==> src/rtl/seq_alu.sv <==
// Sequential ALU with valid/ready handshakes on the operation and result sides.
// Bitwise, ADD/SUB/CMP finish in one cycle; MUL runs one shift-add step per cycle.
module seq_alu #(
    parameter int WIDTH = 4
) (
    input  logic                 clk,
    input  logic                 rst,
    input  logic                 in_valid,
    output logic                 in_ready,
    input  logic [2:0]           op,
    input  logic [WIDTH-1:0]     a,
    input  logic [WIDTH-1:0]     b,
    output logic                 out_valid,
    input  logic                 out_ready,
    output logic [2*WIDTH-1:0]   result,
    output logic                 zero,
    output logic                 carry,
    output logic                 ovf
);

    localparam int CW = $clog2(WIDTH);
    localparam logic [CW-1:0] LAST_STEP = CW'(WIDTH - 1);
    localparam logic [2:0] OP_AND = 3'b000;
    localparam logic [2:0] OP_OR  = 3'b001;
    localparam logic [2:0] OP_XOR = 3'b010;
    localparam logic [2:0] OP_NOT = 3'b011;
    localparam logic [2:0] OP_ADD = 3'b100;
    localparam logic [2:0] OP_SUB = 3'b101;
    localparam logic [2:0] OP_CMP = 3'b110;
    localparam logic [2:0] OP_MUL = 3'b111;

    typedef enum logic [1:0] {
        IDLE = 2'd0,
        EXEC = 2'd1,
        HOLD = 2'd2
    } state_t;

    state_t                state;
    state_t                state_next;
    logic                  accept;
    logic [2*WIDTH-1:0]    mcand;
    logic [WIDTH-1:0]      mplier;
    logic [CW-1:0]         cnt;
    logic [2*WIDTH-1:0]    mul_next;
    logic [2*WIDTH-1:0]    op_res;
    logic                  op_carry;
    logic                  op_ovf;
    logic [WIDTH:0]        sum;
    logic [WIDTH-1:0]      diff;

    assign in_ready  = (state == IDLE) && !rst;
    assign accept    = in_valid && in_ready;
    assign out_valid = (state == HOLD);
    assign sum       = {1'b0, a} + {1'b0, b};
    assign diff      = a - b;
    assign mul_next  = result + (mplier[0] ? mcand : {(2*WIDTH){1'b0}});

    // State register
    always_ff @(posedge clk) begin
        if (rst) begin
            state <= IDLE;
        end else begin
            state <= state_next;
        end
    end

    // Next-state logic; the transfer cycle always returns to IDLE, so no overlap
    always_comb begin
        state_next = state;
        case (state)
            IDLE: begin
                if (accept) begin
                    state_next = (op == OP_MUL) ? EXEC : HOLD;
                end else begin
                    state_next = IDLE;
                end
            end
            EXEC: begin
                if (cnt == LAST_STEP) begin
                    state_next = HOLD;
                end else begin
                    state_next = EXEC;
                end
            end
            HOLD: begin
                if (out_ready) begin
                    state_next = IDLE;
                end else begin
                    state_next = HOLD;
                end
            end
            default: state_next = IDLE;
        endcase
    end

    // Single-cycle operation results, evaluated straight from the inputs on accept
    always_comb begin
        op_res   = {(2*WIDTH){1'b0}};
        op_carry = 1'b0;
        op_ovf   = 1'b0;
        case (op)
            OP_AND: op_res[WIDTH-1:0] = a & b;
            OP_OR:  op_res[WIDTH-1:0] = a | b;
            OP_XOR: op_res[WIDTH-1:0] = a ^ b;
            OP_NOT: op_res[WIDTH-1:0] = ~a;
            OP_ADD: begin
                op_res[WIDTH-1:0] = sum[WIDTH-1:0];
                op_carry = sum[WIDTH];
                op_ovf   = (a[WIDTH-1] == b[WIDTH-1]) && (sum[WIDTH-1] != a[WIDTH-1]);
            end
            OP_SUB: begin
                op_res[WIDTH-1:0] = diff;
                op_carry = (a < b);
                op_ovf   = (a[WIDTH-1] != b[WIDTH-1]) && (diff[WIDTH-1] != a[WIDTH-1]);
            end
            OP_CMP: op_res[2:0] = {(a > b), (a == b), (a < b)};
            default: op_res = {(2*WIDTH){1'b0}};
        endcase
    end

    // Result/flag registers; result doubles as the multiply accumulator during EXEC
    always_ff @(posedge clk) begin
        if (rst) begin
            result <= {(2*WIDTH){1'b0}};
            zero   <= 1'b0;
            carry  <= 1'b0;
            ovf    <= 1'b0;
            mcand  <= {(2*WIDTH){1'b0}};
            mplier <= {WIDTH{1'b0}};
            cnt    <= {CW{1'b0}};
        end else if (accept) begin
            if (op == OP_MUL) begin
                result <= {(2*WIDTH){1'b0}};
                zero   <= 1'b0;
                carry  <= 1'b0;
                ovf    <= 1'b0;
                mcand  <= {{WIDTH{1'b0}}, a};
                mplier <= b;
                cnt    <= {CW{1'b0}};
            end else begin
                result <= op_res;
                zero   <= (op_res == {(2*WIDTH){1'b0}});
                carry  <= op_carry;
                ovf    <= op_ovf;
            end
        end else if (state == EXEC) begin
            result <= mul_next;
            zero   <= (mul_next == {(2*WIDTH){1'b0}});
            mcand  <= {mcand[2*WIDTH-2:0], 1'b0};
            mplier <= {1'b0, mplier[WIDTH-1:1]};
            cnt    <= cnt + CW'(1);
        end else begin
            result <= result;
        end
    end

endmodule

==> config.mk <==
export PLATFORM = sky130hd
export DESIGN_NAME = seq_alu
export DESIGN_NICKNAME = d
export VERILOG_FILES = /design/src/rtl/seq_alu.sv
export SDC_FILE = /design/constraint.sdc
export NUM_CORES = 1
export LEC_CHECK = 0
export ABC_AREA = 1
export CORE_MARGIN = 2
export CORE_UTILIZATION = 60
export DETAILED_ROUTE_END_ITERATION = 8
export GPL_TIMING_DRIVEN = 0
export PLACE_DENSITY_LB_ADDON = 0.1
export SYNTH_ARGS = -nofsm -noshare
export SYNTH_HDL_FRONTEND = slang
export SYNTH_SLANG_ARGS = --single-unit
==> constraint.sdc <==
create_clock -name clk -period 4.6 [get_ports clk]
set_input_delay 1.38 -clock clk [delete_from_list [all_inputs] [get_ports clk]]
set_output_delay 1.38 -clock clk [all_outputs]
set_load 0.05 [all_outputs]
==> out/qor.csv <==
stage,metric,value,unit
status,status,completed,
cts,clock_sinks,27,
cts,postCtsSetupRepairBufs,0,
global_route,grt_pass1_vias,2108,
logic_synthesis,yosysSeqAreaShare,23.7,%
timing,rsz0062_at_grt,no,
floorplan,io_pins,28,
power,p_per_area,207,nW/um^2
timing,period_needed,3.89,ns
critical_path,r2r-end,zero,
logic_synthesis,syn_area_per_cell,6.23,um^2
cts,clock_latency,0.28,ns
place,dp_hpwl,4.41,mm
route,post-route-drc-count,0,
place,place_congestion,0.951,
critical_path,r2r_start,mplier[0],
floorplan,die_w,65.7,um
critical_path,setup.worst_path.start_class,input port,
critical_path,critical_path_class,in2out,
cts,hold_buffers,0,
floorplan,die_h,65.7,um
route,final_antenna_net_count,0,
flow_run,cap_viol_max_count,0,
critical_path,reg2regPathDepth,14,
min_path,holdCritStartpoint,cnt[0],
timing,relSlewSlack,63.7,%
logic_synthesis,syn_nets,404,
timing,setup_ws,0.710,ns
route,avgRoutedWirePerCell,12.3,um
critical_path,cp.required,3.22,ns
timing,finalSetupTns,0,ns
timing,hold_viol_final,0,
route,via_per_inst,5.25,
critical_path,arrival,2.51,ns
cts,cts-buffers-inserted,3,
logic_synthesis,synth_cell_type_count,31,
global_route,grt.total_usage,27.9,%
global_route,grt_max_degree,18,
floorplan,initial_core_util,62.3,%
timing,fin_skew,0.00695,ns
cts,h-tree-depth,1,
logic_synthesis,yosysWarnings,0,
global_route,grt_first_pass_wirelength,9.39,mm
cells_and_area,final-instance-count-excl-fill,441,
timing,clock.fmax,257,MHz
cells_and_area,drive_gt1_share,7.38,%
min_path,holdPathStages,1,
min_path,hold_path.class,reg2reg,
route,drt_iter0_drc,191,
cts,clk_pin_slew_worst_paths,0.10,ns
power,ir_worst_vdd,0.155,mV
power,leakagePower,0.00132,uW
place,port_buffers,23,
cts,cts_buffer_depth,2,
cts,cts-resized-gates,0,
timing,maxSlewViolCount,0,
cells_and_area,fin_nets,432,
route,first_pass_iters,5,
cts,cts_tree,built,
cts,cts_root_buffer,clkbuf_8,
logic_synthesis,synth_seq_cells,27,
global_route,antenna_found_initial,0,
floorplan,die_area,4310,um^2
timing,finalSetupViolCount,0,
critical_path,cp-end-kind,output port,
floorplan,fp.coreArea,3660,um^2
logic_synthesis,synth_area,2280,um^2
timing,worst_pin_slew,0.544,ns
critical_path,worstPathMaxFanout,8,
cells_and_area,antenna_cells,0,
place,dp_slack,0.705,ns
global_route,grt_overflow,0,
place,dp_cells,437,
min_path,hold_path_end,cnt[0],
route,num_vias,2317,
floorplan,rows,22,
route,totalWireLength,5.42,mm
cells_and_area,syn_to_final_growth,14.9,%
logic_synthesis,netlist_instances,366,
critical_path,timing.reg2reg.setup_slack,2.47,ns
timing,finalCritPeriodShare,84.6,%
-- registers in the layout (all words and copies together), names as in the netlist --
register	flops
carry	1
result	8
cnt	2
state	2
mplier	4
ovf	1
mcand	8
zero	1
-- synth_stat cells --
cell type	number	area (um^2)
nand2_1	123	462
inv_1	48	180
nor2_1	33	124
dfxtp_1	27	541
nand3_1	23	115
a21oi_1	22	110
ha_1	20	250
o21ai_0	16	80.1
a31oi_1	8	50.1
buf_2	5	25.0
nand4_1	5	31.3
buf_4	3	22.5
fa_1	3	60.1
inv_2	3	11.3
nand3b_1	3	22.5
xor2_1	3	26.3
buf_6	2	22.5
clkbuf_1	2	7.51
nand2_4	2	22.5
nor3_1	2	10.0
nor3_2	2	20.0
or2_2	2	12.5
a211oi_1	1	7.51
a31oi_2	1	12.5
clkinv_2	1	5.00
nand2_2	1	6.26
nor2_2	1	6.26
nor3_4	1	16.3
o21ai_2	1	8.76
or2_0	1	6.26
or2_1	1	6.26
-- report_power, final --
part / total, uW / leakage, uW / switching, uW / internal (uW)
registers: 246 / 0.000219 / 5.45 / 241
logic: 152 / 0.00107 / 97.2 / 54.3
clock network: 146 / 0.0000261 / 82.2 / 63.8
-- worst max path at each step --
| stage | startpoint | to |
|---|---|---|
| 2_1_floorplan | rst | in_ready |
| 3_3_place_gp | rst | in_ready |
| 3_5_place_dp | rst | in_ready |
| 4_1_cts | rst | in_ready |
| 5_1_grt | rst | in_ready |
| 6_report | rst | in_ready |
-- through the flow --
step                      total power, uW  util (%)  hold WS (ns)  area (um^2)
final                                 544      71.6         0.470         2620
after global routing                  573      71.6         0.489         2620
after CTS                             546      71.6         0.467         2620
after detailed placement              402      70.2         0.453         2570
after global placement                399      70.2         0.449         2570
after floorplan                       356         -         0.433         2280
-- placed cells by master (no fill, tap or decap), types with 2 or more instances in the layout --
cell	synthesis	final
nand2_1	123	123
inv_1	48	48
nor2_1	33	33
dfxtp_1	27	27
nand3_1	23	23
clkdlybuf4s50_1	0	23
a21oi_1	22	22
ha_1	20	20
o21ai_0	16	16
a31oi_1	8	8
buf_2	5	5
nand4_1	5	5
inv_2	3	3
buf_4	3	3
nand3b_1	3	3
xor2_1	3	3
fa_1	3	3
clkbuf_8	0	3
buf_6	2	2
nand2_4	2	2
clkbuf_1	2	2
or2_2	2	2
nor3_2	2	2
nor3_1	2	2
-- critical path, cell delays in order --
cell and delay (ns):
buf_6 0.12, clkinv_2 0.07, nand2_4 0.05, nor2_2 0.09, clkdlybuf4s50_1 0.80
-- final cells by class --
class	instances	area, um^2
buffer	12	77.6
clock buffer	3	41.3
clock inverter	1	8.76
tap	48	60.1
inverter	52	196
multi-input combinational	275	1470
sequential	27	541
fill	358	1040
timing repair buffer	23	230
-- routing by layer --
| metal | wire (um) | vias to the layer above | share of wire [%] | track usage [%] |
|---|---|---|---|---|
| li1 | - | 1212 | - | - |
| met5 | 0 | - | 0 | 0 |
| met1 | 2630 | 1014 | 48 | 39.1 |
| met3 | 340 | 9 | 6.3 | 3.60 |
| met4 | 71 | 0 | 1.3 | 6.51 |
| met2 | 2380 | 82 | 44 | 45.5 |
-- kinds of logic (layout without fill, tap and decap cells) --
logic type | Yosys count | in the layout | synth area share (%)
compound gates | 49 | 49 | 11.8
xor+xnor | 3 | 3 | 1.15
flops | 27 | 27 | 23.7
simple gates | 200 | 200 | 37.7
fa+ha+maj | 23 | 23 | 13.6
buf+inv | 64 | 91 | 12.0
Note: power is estimated with default switching activity, not from simulation.
